File: config.mk
export PLATFORM = sky130hd
export DESIGN_NAME = pipe_ctrl
export DESIGN_NICKNAME = d
export VERILOG_FILES = /design/src/rtl/pipe_ctrl.sv
export SDC_FILE = /design/constraint.sdc
export NUM_CORES = 1
export LEC_CHECK = 0
export BUFFER_PORTS_ARGS = -buffer_cell sky130_fd_sc_hd__buf_2
export CAP_MARGIN = 10
export CORE_AREA = 2 2 80 82
export DETAILED_ROUTE_END_ITERATION = 16
export DIE_AREA = 0 0 82 84
export PLACE_DENSITY_LB_ADDON = 0.1
export SYNTH_ARGS = -nofsm -noshare
export SYNTH_HDL_FRONTEND = slang
export SYNTH_SLANG_ARGS = --single-unit
File: constraint.sdc
create_clock -name clk -period 3.5 [get_ports clk]
set_input_delay 0.7 -clock clk [delete_from_list [all_inputs] [get_ports clk]]
set_output_delay 0.7 -clock clk [all_outputs]
set_load 0.05 [all_outputs]
File: src/rtl/pipe_ctrl.sv
// Y86-64 five-stage pipeline control: hazard stall/bubble generation plus a FLUSH/RUN/STOPPED run-state machine.
// Optional performance counters are built only when PIPE_PERF_CNT_EN is defined; otherwise they read as zero.
module pipe_ctrl #(
    parameter int unsigned CNT_W = 32
) (
    input  logic             clk,
    input  logic             reset,
    input  logic [3:0]       D_icode,
    input  logic [3:0]       E_icode,
    input  logic [3:0]       M_icode,
    input  logic [3:0]       W_icode,
    input  logic [3:0]       E_dstM,
    input  logic [3:0]       d_srcA,
    input  logic [3:0]       d_srcB,
    input  logic             e_Cnd,
    input  logic [1:0]       m_stat,
    input  logic [1:0]       W_stat,
    output logic             F_stall,
    output logic             D_stall,
    output logic             W_stall,
    output logic             D_bubble,
    output logic             E_bubble,
    output logic             M_bubble,
    output logic             set_cc,
    output logic [1:0]       stat,
    output logic             running,
    output logic [CNT_W-1:0] cycle_cnt,
    output logic [CNT_W-1:0] instr_cnt,
    output logic [CNT_W-1:0] lu_cnt,
    output logic [CNT_W-1:0] mp_cnt,
    output logic [CNT_W-1:0] ret_cnt
);

    localparam logic [3:0] I_NOP    = 4'h1;
    localparam logic [3:0] I_MRMOVQ = 4'h5;
    localparam logic [3:0] I_OPQ    = 4'h6;
    localparam logic [3:0] I_JXX    = 4'h7;
    localparam logic [3:0] I_RET    = 4'h9;
    localparam logic [3:0] I_POPQ   = 4'hB;
    localparam logic [3:0] R_NONE   = 4'hF;
    localparam logic [1:0] S_AOK    = 2'd0;

    typedef enum logic [1:0] {
        ST_FLUSH   = 2'd0,
        ST_RUN     = 2'd1,
        ST_STOPPED = 2'd2
    } state_t;

    state_t     state, state_d;
    logic [1:0] stat_d;
    logic       lu, mp, rt, exc_m, exc_w;

    // Hazard detection terms
    assign lu    = ((E_icode == I_MRMOVQ) || (E_icode == I_POPQ)) && (E_dstM != R_NONE) &&
                   ((E_dstM == d_srcA) || (E_dstM == d_srcB));
    assign mp    = (E_icode == I_JXX) && !e_Cnd;
    assign rt    = (D_icode == I_RET) || (E_icode == I_RET) || (M_icode == I_RET);
    assign exc_m = (m_stat != S_AOK);
    assign exc_w = (W_stat != S_AOK);

    always_ff @(posedge clk) begin
        if (reset) begin
            state <= ST_FLUSH;
            stat  <= S_AOK;
        end else begin
            state <= state_d;
            stat  <= stat_d;
        end
    end

    // Next state, latched status and per-stage controls
    always_comb begin
        state_d  = state;
        stat_d   = stat;
        F_stall  = 1'b0;
        D_stall  = 1'b0;
        W_stall  = 1'b0;
        D_bubble = 1'b0;
        E_bubble = 1'b0;
        M_bubble = 1'b0;
        set_cc   = 1'b0;
        case (state)
            ST_FLUSH: begin
                D_bubble = 1'b1;
                E_bubble = 1'b1;
                M_bubble = 1'b1;
                state_d  = ST_RUN;
            end
            ST_RUN: begin
                F_stall  = lu | rt;
                D_stall  = lu;
                // load-use wins over ret so D is never both stalled and bubbled
                D_bubble = mp | (rt & !lu);
                E_bubble = mp | lu;
                M_bubble = exc_m | exc_w;
                W_stall  = exc_w;
                set_cc   = (E_icode == I_OPQ) && !exc_m && !exc_w;
                if (exc_w) begin
                    stat_d  = W_stat;
                    state_d = ST_STOPPED;
                end
            end
            ST_STOPPED: begin
                F_stall  = 1'b1;
                D_stall  = 1'b1;
                W_stall  = 1'b1;
                M_bubble = 1'b1;
            end
            default: state_d = ST_FLUSH;
        endcase
    end

    assign running = (state == ST_RUN);

`ifdef PIPE_PERF_CNT_EN
    logic [CNT_W-1:0] cycle_q, instr_q, lu_q, mp_q, ret_q;

    // Event counters advance only while the pipe is running
    always_ff @(posedge clk) begin
        if (reset) begin
            cycle_q <= '0;
            instr_q <= '0;
            lu_q    <= '0;
            mp_q    <= '0;
            ret_q   <= '0;
        end else if (state == ST_RUN) begin
            cycle_q <= cycle_q + CNT_W'(1);
            if ((W_stat == S_AOK) && (W_icode != I_NOP) && !W_stall)
                instr_q <= instr_q + CNT_W'(1);
            if (lu)
                lu_q <= lu_q + CNT_W'(1);
            if (mp)
                mp_q <= mp_q + CNT_W'(1);
            if (rt && !lu)
                ret_q <= ret_q + CNT_W'(1);
        end
    end

    assign cycle_cnt = cycle_q;
    assign instr_cnt = instr_q;
    assign lu_cnt    = lu_q;
    assign mp_cnt    = mp_q;
    assign ret_cnt   = ret_q;
`else
    logic unused_w_icode;

    assign unused_w_icode = ^W_icode;
    assign cycle_cnt      = '0;
    assign instr_cnt      = '0;
    assign lu_cnt         = '0;
    assign mp_cnt         = '0;
    assign ret_cnt        = '0;
`endif

endmodule
After elaboration in Yosys (flattened, before gate mapping)
Cells that the tools add are included.
{ "totals": {"reg_bits": 4, "mem_bits_ro": 0, "out_inout_bits": 170, "ramBits": 0, "latchBits": 0, "mem_count": 0} }
{ "classes": {"bitwise": 6, "muxes": 9, "shifts": 0, "n_eq_ne": 13, "multipliers": 0, "n_div": 0, "addsub": 0, "n_lt_le_gt_ge": 0, "n_reduce_logical": 19} }
{ "op_table": {"columns": ["operator", "n"], "rows": [
  ["4-bit equality test (second input constant)", 4],
  ["4-bit by 3-bit equality test with 1-bit output (second input constant)", 3],
  ["1-bit one-hot mux with 2 select lines", 6],
  ["4-bit equality test", 2],
  ["2-bit one-hot mux with 3 select lines", 1],
  ["1-bit logical AND", 5],
  ["1-bit logical NOT", 4],
  ["1-bit logical OR", 4],
  ["4-bit inequality test (second input constant)", 1],
  ["1-bit OR", 4],
  ["2-bit AND reduction", 2],
  ["2-bit nonzero test", 2],
  ["2-bit by 1-bit equality test with 1-bit output (second input constant)", 1],
  ["2-bit equality test (second input constant)", 1],
  ["2-bit logical NOT", 1],
  ["2-bit 2-to-1 mux", 1],
  ["2-bit by 1-bit inequality test with 1-bit output (second input constant)", 1],
  ["2-bit OR reduction", 1],
  ["1-bit bitwise AND", 1],
  ["1-bit 2-to-1 mux", 1],
  ["1-bit inverter", 1]
]} }

Longest topological paths before layout
{ "depth": {"word_depth": 8, "depth_mapped": 6, "mapped_depth_nobuf": 5} }

Least setup slack after synthesis
Ideal clock, no wire load.
{ "synth_path": {"path_type": "register -> output", "from": "register state[1]", "to": "output set_cc", "setup_slack_ns": -0.073, "n_path_buf": 1, "path_stages_with_launch": 6, "arrival_time_ns": 2.873, "required_ns": 2.800, "cell_sequence": "dfxtp_1 inv_1 ha_1 buf_2 inv_1 nor4b_1"} }
{ "synth_between": {"elab_chain_cells": 2} }
{ "synth_lines": {"columns": ["element", "line_no", "text"], "rows": [
  ["start, declared", "49", "state_t state, state_d;"],
  ["start signal, assigned", "66", "state <= state_d;"],
  ["2-bit by 1-bit equality test with 1-bit output", null, null],
  ["via running", "26", "output logic running,"],
  ["1-bit 2-to-1 mux", "82", "case (state)"],
  ["end, declared", "24", "output logic set_cc,"]
]} }
The timed path passes the listed nets, and every way through them passes these cells.

Final worst setup path
{ "layout_path": {"from": "input E_icode[3]", "to": "output F_stall"} }
{ "layout_between": {"elab_chain_cells": 6} }
{ "layout_lines": {"columns": ["element", "line_no", "text"], "rows": [
  ["start, declared", "9", "input logic [3:0] E_icode,"],
  ["4-bit by 3-bit equality test with 1-bit output or 4-bit equality test (tied branches)", "54", "assign lu = ((E_icode == I_MRMOVQ) || (E_icode == I_POPQ)) && (E_dstM != R_NONE) &&"],
  ["1-bit logical OR", "54", null],
  ["1-bit logical AND (2 in series)", "54", null],
  ["1-bit OR (*)", "90", "F_stall = lu | rt;"],
  ["1-bit one-hot mux with 2 select lines (*)", "82", null],
  ["end, declared", "18", "output logic F_stall,"]
]} }
Every way passes the cells marked *; elsewhere a longest branch is shown, timed or not.

==> results.tsv <==
metric	value	unit
io_pins	205	
grt_use_total	0.0557	
synthDistinctLibCells	33	
power_leakage	0.907	nW
status	completed	
crit_path_start_kind	input pin	
die_h	84	um
first_iter_violations	12	
whs_path_depth	2	
rr_startpoint	state[1]$_SDFFE_PP0P_	
hold_viol_final	0	
cts_root_buffer	clkbuf_8	
r2r_cells	5	
grt_pass1_vias	658	
cp_slowest_stage_delay	0.40	ns
antenna_found_initial	0	
grt_max_degree	13	
finalSetupViolCount	0	
min_to	stat[0]$_SDFFE_PP0P_	
avgSynthCellArea	7.53	um2
hold_path.startpoint	stat[0]$_SDFFE_PP0P_	
cts_hold_buf	0	
report.final.slew_viol_count	0	
yosysTopAreaCellShare	0.703	
setup_tns	0	ns
cts_tree	yes	
cp-end-kind	output pin	
path_clk_slew	0.03	ns
final_util	0.237	
vias	1024	
hold_path.class	reg2reg	
timing.fmax	0.347	GHz
htree_levels	1	
final_cell_mix	conb_1, buf_2, nor2_1	
reg2reg_to	state[0]$_SDFFE_PP0P_	
worst_hold_slack	0.456	ns
power_density	553	nW/um2
worst-r2r-setup-slack	2.13	ns
crit_required	2.80	ns
synth_flop_cell	dfxtp_1	
period_minus_slack	2.88	ns
path_cells	buf_2 > or3b_1 > a211oi_1 > nand3_1 > o211ai_2 > buf_2	
crit_path_frequent_cell	buf_2	
synth_seq_cells	4	
synth_warnings	0	
grt_pass1_wl	3030	um
fp-row-count	29	
synth-edff-count	0	
num_antenna_cells	0	
dr.pass1.iters	2	
drive_gt1_frac	0.179	
cts_setup_buffers	0	
ant_nets	0	
post-route-period-util	0.824	
ctsResizeCount	0	
rsz0062_at_grt	no	
synth.largest_area_cell	buf_4	
viasPerCell	2.97	
netlist_top_cells_area	buf_4, dfxtp_1, ha_1, xnor2_1, xor2_1	
worst-path-max-fanout	4	
clkLatencyLatePin	0.21	ns
syn_inst	227	
yosysSeqAreaShare	0.0469	
critical_path_class	in2out	
cpMaxStageDelayCell	or3b_1	
dieArea	6890	um2
port_buffers	40	
skew	0.00194	ns
wl	2540	um
crit_arrival	2.18	ns
vdd.ir_drop.worst	0.222	mV
coreArea	6100	um2
maxCapViolations	0	
final_common_cell	conb_1	
area_growth	-15.5	%
clockBufferDepth	2	
dp_cells	342	
start_util	0.280	
fin_nets	309	
grt_overflow	0	
wl_per_cell	7.36	um
numCtsBuffers	3	
dieWidth	82	um
layout.cells.non_filler	345	
netlist_area	1710	um2
place_congestion	0.661	
synthArstFlopShare	0	
clock-sinks	4	
drc	0	
dp_hpwl	2370	um
power	798	uW
-- Yosys cell counts, types with 2 or more instances --
cell type / count
buf_4: 160
nor2_1: 8
nand2_1: 6
inv_1: 5
dfxtp_1: 4
ha_1: 4
xnor2_1: 4
xor2_1: 4
a21oi_1: 3
a211oi_1: 2
nand3_1: 2
nor4bb_1: 2
o21ai_0: 2
o21ai_1: 2
-- cells by family after synthesis --
logic type / count (synthesis) / share of synthesized area
adder cells (fa/ha/maj): 4 / 0.0293
AND/OR/NAND/NOR: 27 / 0.0915
other: 1 / 0.00219
XOR/XNOR: 8 / 0.0410
multiplexers: 1 / 0.00586
flip-flops: 4 / 0.0469
buffers and inverters: 166 / 0.717
AO/OA/AOI/OAI: 16 / 0.0666
-- worst max-delay path, delay by kind of cell --
family,cells,cell delay (ns)
AOI/OAI and AO/OA,2,0.52
and+or+nand+nor,2,0.56
buffers and inverters,2,0.39
-- layout make-up --
cell class / instances / area (um2)
Fill cell: 725 / 4650
Timing Repair Buffer: 40 / 200
Tap cell: 77 / 96.3
Clock buffer: 3 / 41.3
Inverter: 5 / 18.8
Multi-Input combinational cell: 216 / 1010
Sequential cell: 4 / 80.1
-- per-stage QoR --
step	instance area [um2]	setup WS, ns
floorplan	2310	0.587
global placement	1400	0.592
detailed placement	1400	0.585
CTS	1440	0.573
global route	1440	0.498
finish	1440	0.617
-- power breakdown --
| part | leakage (nW) | internal [mW] | total [mW] | switching (mW) |
|---|---|---|---|---|
| clock network | 0.0216 | 0.0730 | 0.0934 | 0.0205 |
| logic | 0.853 | 0.0809 | 0.643 | 0.562 |
| registers | 0.0329 | 0.0547 | 0.0620 | 0.00729 |
| total | 0.907 | 0.209 | 0.798 | 0.590 |
-- registers in the layout, summed over array words and instances, names as in the netlist --
register,count
stat,2
state,2
-- routing by layer --
layer	wire [um]	global-route usage
met5	0	0
met4	0	0.00455
met3	454	0.0249
met2	1180	0.0916
met1	906	0.0690
-- worst max-delay path by stage --
| stage | startpoint | end | slack (ns) | depth (start not counted) |
|---|---|---|---|---|
| after floorplan | E_icode[3] | D_stall | 0.59 | 4 |
| after global placement | E_icode[3] | F_stall | 0.59 | 6 |
| after detailed placement | E_icode[3] | F_stall | 0.59 | 6 |
| after CTS | E_icode[3] | F_stall | 0.57 | 6 |
| after global routing | E_icode[3] | D_stall | 0.50 | 6 |
| final | E_icode[3] | F_stall | 0.62 | 6 |
No activity file was read; power rests on OpenSTA's default activity.
